==> config.mk <==
export PLATFORM = sky130hd
export DESIGN_NAME = msu_sd_arbiter
export DESIGN_NICKNAME = d
export VERILOG_FILES = /design/src/rtl/msu_pkg.sv /design/src/rtl/msu_sd_arbiter.sv
export SDC_FILE = /design/constraint.sdc
export NUM_CORES = 1
export LEC_CHECK = 0
export CAP_MARGIN = 40
export CORE_MARGIN = 2
export CORE_UTILIZATION = 50
export DETAILED_ROUTE_END_ITERATION = 8
export PLACE_DENSITY = 0.85
export SYNTH_ARGS = -nofsm -noshare
export SYNTH_HDL_FRONTEND = slang
export SYNTH_SLANG_ARGS = --single-unit
==> constraint.sdc <==
create_clock -name clk -period 3.5 [get_ports clk]
set_clock_uncertainty 0.15 [all_clocks]
set_input_delay 0.7 -clock clk [delete_from_list [all_inputs] [get_ports clk]]
set_output_delay 0.7 -clock clk [all_outputs]
set_load 0.005 [all_outputs]
==> src/rtl/msu_pkg.sv <==
// Shared types for the MSU SD-card sector arbiter.
// State encoding, requester indices and default LBA width.
package msu_pkg;

    typedef enum logic [1:0] {
        IDLE = 2'd0,
        REQ  = 2'd1,
        XFER = 2'd2,
        REL  = 2'd3
    } arb_state_t;

    localparam int REQ_AUDIO = 0;
    localparam int REQ_DATA  = 1;

    localparam int LBA_W_DEF = 21;

endpackage

==> src/rtl/msu_sd_arbiter.sv <==
// Two-requester arbiter (audio/data) sharing a single HPS sector-read port.
// Round-robin on contention, LBA latched at grant, ack timeout with sticky flag.
module msu_sd_arbiter
    import msu_pkg::*;
#(
    parameter logic [19:0] ACK_TIMEOUT = 20'd1000000,
    parameter int          LBA_W       = LBA_W_DEF
) (
    input  logic             clk,
    input  logic             reset,
    input  logic             a_rd,
    input  logic [LBA_W-1:0] a_lba,
    output logic             a_ack,
    output logic             a_buff_wr,
    input  logic             d_rd,
    input  logic [LBA_W-1:0] d_lba,
    output logic             d_ack,
    output logic             d_buff_wr,
    output logic             sd_rd,
    output logic [LBA_W-1:0] sd_lba,
    input  logic             sd_ack,
    input  logic             sd_buff_wr,
    output logic [1:0]       grant,
    output logic             busy,
    output logic             timeout_err
);

    arb_state_t  state;
    logic [19:0] tmo_cnt;
    logic        last_grant;
    logic        pick_data;

    // last_grant: 0 = audio served last, 1 = data served last
    always_comb begin
        pick_data = 1'b0;
        if (a_rd && d_rd)
            pick_data = ~last_grant;
        else if (d_rd)
            pick_data = 1'b1;
    end

    always_ff @(posedge clk) begin
        if (reset) begin
            state       <= IDLE;
            sd_rd       <= 1'b0;
            sd_lba      <= '0;
            grant       <= 2'b00;
            timeout_err <= 1'b0;
            tmo_cnt     <= 20'd0;
            last_grant  <= 1'b1;
        end else begin
            unique case (state)
                IDLE: begin
                    if (!sd_ack && (a_rd || d_rd)) begin
                        state   <= REQ;
                        sd_rd   <= 1'b1;
                        tmo_cnt <= 20'd0;
                        if (pick_data) begin
                            sd_lba <= d_lba;
                            grant  <= 2'b10;
                        end else begin
                            sd_lba <= a_lba;
                            grant  <= 2'b01;
                        end
                    end
                end
                REQ: begin
                    if (sd_ack) begin
                        state <= XFER;
                        sd_rd <= 1'b0;
                    end else if (tmo_cnt == ACK_TIMEOUT - 20'd1) begin
                        state       <= REL;
                        sd_rd       <= 1'b0;
                        timeout_err <= 1'b1;
                        grant       <= 2'b00;
                        last_grant  <= grant[REQ_DATA];
                    end else begin
                        tmo_cnt <= tmo_cnt + 20'd1;
                    end
                end
                XFER: begin
                    // Grant drops as REL is entered so strobes in REL go nowhere
                    if (!sd_ack) begin
                        state      <= REL;
                        grant      <= 2'b00;
                        last_grant <= grant[REQ_DATA];
                    end
                end
                REL: begin
                    state <= IDLE;
                end
                default: state <= IDLE;
            endcase
        end
    end

    assign busy      = (state != IDLE);
    assign a_ack     = sd_ack & grant[REQ_AUDIO];
    assign d_ack     = sd_ack & grant[REQ_DATA];
    assign a_buff_wr = sd_buff_wr & grant[REQ_AUDIO];
    assign d_buff_wr = sd_buff_wr & grant[REQ_DATA];

endmodule

==> results.sh <==
export IMPL_power_sequential_fraction_pct=38.4
export IMPL_synth_edff_count=0
export IMPL_dieWidth_um=75.29
export IMPL_grt_setup_unrepaired="no"
export IMPL_synth_flop_cell="dfxtp_1"
export IMPL_fp_dieArea_mm2=0.005669
export IMPL_place_area_mm2=0.003357
export IMPL_critPathTopFamily="buffers and inverters"
export IMPL_worst_endpoint_arrival_ps=2010
export IMPL_yosys_area_share_adder_pct=2.462
export IMPL_crit_buf_inv=2
export IMPL_clock_tree_from_tritoncts="yes"
export IMPL_worstHoldPathType="reg -> reg"
export IMPL_num_vias=2534
export IMPL_critPathLaunchType="primary input"
export IMPL_root_buffer="clkbuf_8"
export IMPL_drtAntennaViolNets=0
export IMPL_int_pwr_w=0.001154
export IMPL_synthXorXnorAreaFrac_pct=0.3447
export IMPL_number_of_fill_cells_in_the_layout=413
export IMPL_grt_start_max_net_pins=44
export IMPL_netlist_area_mm2=0.002541
export IMPL_cp_data_required_time_ps=2650
export IMPL_final_hold_violation_count=0
export IMPL_power_switching_w=0.0006315
export IMPL_yosys_warnings=0
export IMPL_firstDrtPassIters=4
export IMPL_worst_r2r_endpoint="tmo_cnt[17]"
export IMPL_post_synth_most_frequent_cells="dfxtp_1 (48), nor2_1 (36), a211oi_1 (23), mux2i_1 (23), nand2_1 (16)"
export IMPL_synth_compound_gate_area_share_pct=22.40
export IMPL_worst_setup_path_type="in -> out"
export IMPL_worstRegToRegCells=8
export IMPL_synth_simple_gate_area_share_pct=22.99
export IMPL_post_layout_nets=421
export IMPL_power_share_combinational_pct=42.4
export IMPL_synth_top_family_by_area="simple AND/OR/NAND/NOR gates"
export IMPL_ys_ff_latch=48
export IMPL_number_of_violations_of_the_max_capacitance_limit=0
export IMPL_cp_slowest_stage_delay_ps=630
export IMPL_floorplan_rows=25
export IMPL_crit_path_end_kind="output pin"
export IMPL_port_buffers=77
export IMPL_dieHeight_um=75.29
export IMPL_drc_errors=0
export IMPL_power_clock_fraction_pct=19.3
export IMPL_track_usage_pct=23.47
export IMPL_slew_violations=0
export IMPL_insertedDiodeCount=0
export IMPL_final_layout_size_suffix_gt1_share_pct=5.962
export IMPL_grt_pass1_vias=2230
export IMPL_timing_critical_path_cells="clkdlybuf4s50_1, and2_1, clkdlybuf4s50_1"
export IMPL_wl_per_cell_um=14.62
export IMPL_synth_top_area_cell="dfxtp_1"
export IMPL_largest_driver_fanout_on_the_critical_path=10
export IMPL_antenna_violations_before_repair=0
export IMPL_synth_seq_area_share_pct=37.81
export IMPL_whs_path_depth=1
export IMPL_clock_tree_buffer_depth=2
export IMPL_timing_setup_tns_ps=0
export IMPL_grt_first_pass_wirelength_mm=10.22
export IMPL_finalPower_w=0.001786
export IMPL_synth_cell_types=48
export IMPL_postLayoutCoreUtil_pct=71.61
export IMPL_dp_final_hpwl_mm=4.583
export IMPL_power_switching_share_pct=35.37
export IMPL_peak_clock_frequency_supported_by_timing_mhz=349.4
export IMPL_clock_sinks=48
export IMPL_routability_cong=0.9175
export IMPL_setup_viol=0
export IMPL_worst_skew_pair_late_latency_ps=300
export IMPL_post_cts_hold_buffer_count=0
export IMPL_timing_critical_path_mode_cell="clkdlybuf4s50_1"
export IMPL_synthMostInstantiatedCell="dfxtp_1"
export IMPL_rrSetupSlack_ps=1090
export IMPL_area_growth_pct=35.75
export IMPL_num_ports=78
export IMPL_mappedNetlistNets=352
export IMPL_hold_path_startpoint="timeout_err"
export IMPL_start_util_pct=52.75
export IMPL_first_iter_violations=187
export IMPL_worst_setup_hold_path_clk_slew_ps=90
export IMPL_globalRoute_totalOverflow=0
export IMPL_cts_bufs_inserted=5
export IMPL_whs_endpoint="timeout_err"
export IMPL_postSynthCellCount=299
export IMPL_power_density_mw_per_mm2=517.6
export IMPL_actual_slew_at_the_worst_max_slew_pin_ps=709.5
export IMPL_vdd_drop_max_uv=297.1
export IMPL_final_min_clock_period_ps=2862
export IMPL_ratio_of_final_minimum_period_to_clock_period_pct=81.77
export IMPL_headroom_to_the_max_slew_limit_pct=52.70
export IMPL_syn_avg_cell_area_um2=8.499
export IMPL_post_synth_mux_area_share_pct=9.060
export IMPL_synth_area_top_cells="dfxtp_1 (38%), mux2i_1 (9.1%), a211oi_1 (6.8%)"
export IMPL_yosysTopAreaCellShare_pct=37.81
export IMPL_htree_levels=2
export IMPL_critical_path_reg2reg_startpoint="state[0]"
export IMPL_async_set_or_reset_register_ratio_after_synthesis_pct=0
export IMPL_power_leakage_nw=1.194
export IMPL_drt_total_wl_mm=6.373
export IMPL_via_per_inst=5.812
export IMPL_fp_coreArea_mm2=0.004817
export IMPL_postCtsSetupRepairBufs=0
export IMPL_worst_path_max_delay_cell="clkdlybuf4s50_1"
export IMPL_fin_area_mm2=0.003450
export IMPL_outcome="complete, no violations"
export IMPL_cts_resized=0
metal layers:
layer	GRT usage (%)	vias up	part of all wire, %
li1	-	1257	-
met1	28.87	1191	40
met2	39.81	74	51
met3	5.291	12	6.2
met4	9.552	0	2.2
met5	0	-	0
power groups by stage:
stage | combinational [W] | sequential, W | clock (W)
6_report | 0.000756 | 0.000686 | 0.000344
2_1_floorplan | 0.000422 | 0.000699 | 0
3_5_place_dp | 0.000756 | 0.000699 | 0
3_3_place_gp | 0.000732 | 0.000695 | 0
5_1_grt | 0.000838 | 0.000698 | 0.000367
4_1_cts | 0.000761 | 0.000687 | 0.000348
per-stage QoR:
stage | cells | setup slack [ps] | hold slack (ps)
after floorplan | 299 | 1404 | 290.5
after global placement | 428 | 649.5 | 307.3
after detailed placement | 428 | 617.3 | 323.2
after CTS | 436 | 625.2 | 344.9
after global routing | 436 | 554.8 | 371.4
final | 436 | 637.9 | 340.0
cell type report:
type	count	area [µm²]	share of cell area [%]
multi-input cells	219	1464	42.44
flip-flops and latches	48	960.9	27.86
repair buffers	82	803.3	23.29
well taps	67	83.83	2.430
clock buffers	6	82.58	2.394
inverters	12	45.04	1.306
clock inverters	2	10.01	0.2902
placed cells by master (no fill, tap or decap), types with 4 or more instances in the layout:
| cell | n |
|---|---|
| dfxtp_1 | 48 |
| inv_1 | 11 |
| o21ai_0 | 7 |
| a41oi_1 | 4 |
| a21oi_1 | 14 |
| a311oi_1 | 6 |
| nand4_1 | 5 |
| nand3_1 | 11 |
| a31oi_1 | 7 |
| o32ai_1 | 5 |
| nand2b_1 | 5 |
| mux2i_1 | 23 |
| nand2_1 | 16 |
| and2_1 | 6 |
| nor3_1 | 4 |
| ha_1 | 5 |
| a211oi_1 | 23 |
| clkbuf_8 | 6 |
| clkdlybuf4s50_1 | 76 |
| or3_1 | 8 |
| nor2_1 | 36 |
| buf_4 | 5 |
sequential cells by signal (all words and copies together), names as in the netlist:
register	count
sd_lba	21
state	2
last_grant	1
tmo_cnt	20
sd_rd	1
grant	2
timeout_err	1
cells by family (layout without fill, tap and decap cells):
kind of cell,Yosys count,in the layout
muxes,23,23
AOI/OAI and AO/OA,80,80
xor gates and xnor gates,1,1
adders and majority gates,5,5
DFF,48,48
and+or+nand+nor,110,110
buffers and inverters,32,102
worst max path at each step:
stage | endpoint | from | depth (start not counted)
final | d_ack | sd_ack | 3
after global routing | d_ack | sd_ack | 3
after CTS | a_ack | sd_ack | 3
after detailed placement | tmo_cnt[17] | a_rd | 7
after global placement | a_ack | sd_ack | 3
after floorplan | sd_lba[2] | sd_ack | 5
(Power assumes the default switching activity.)
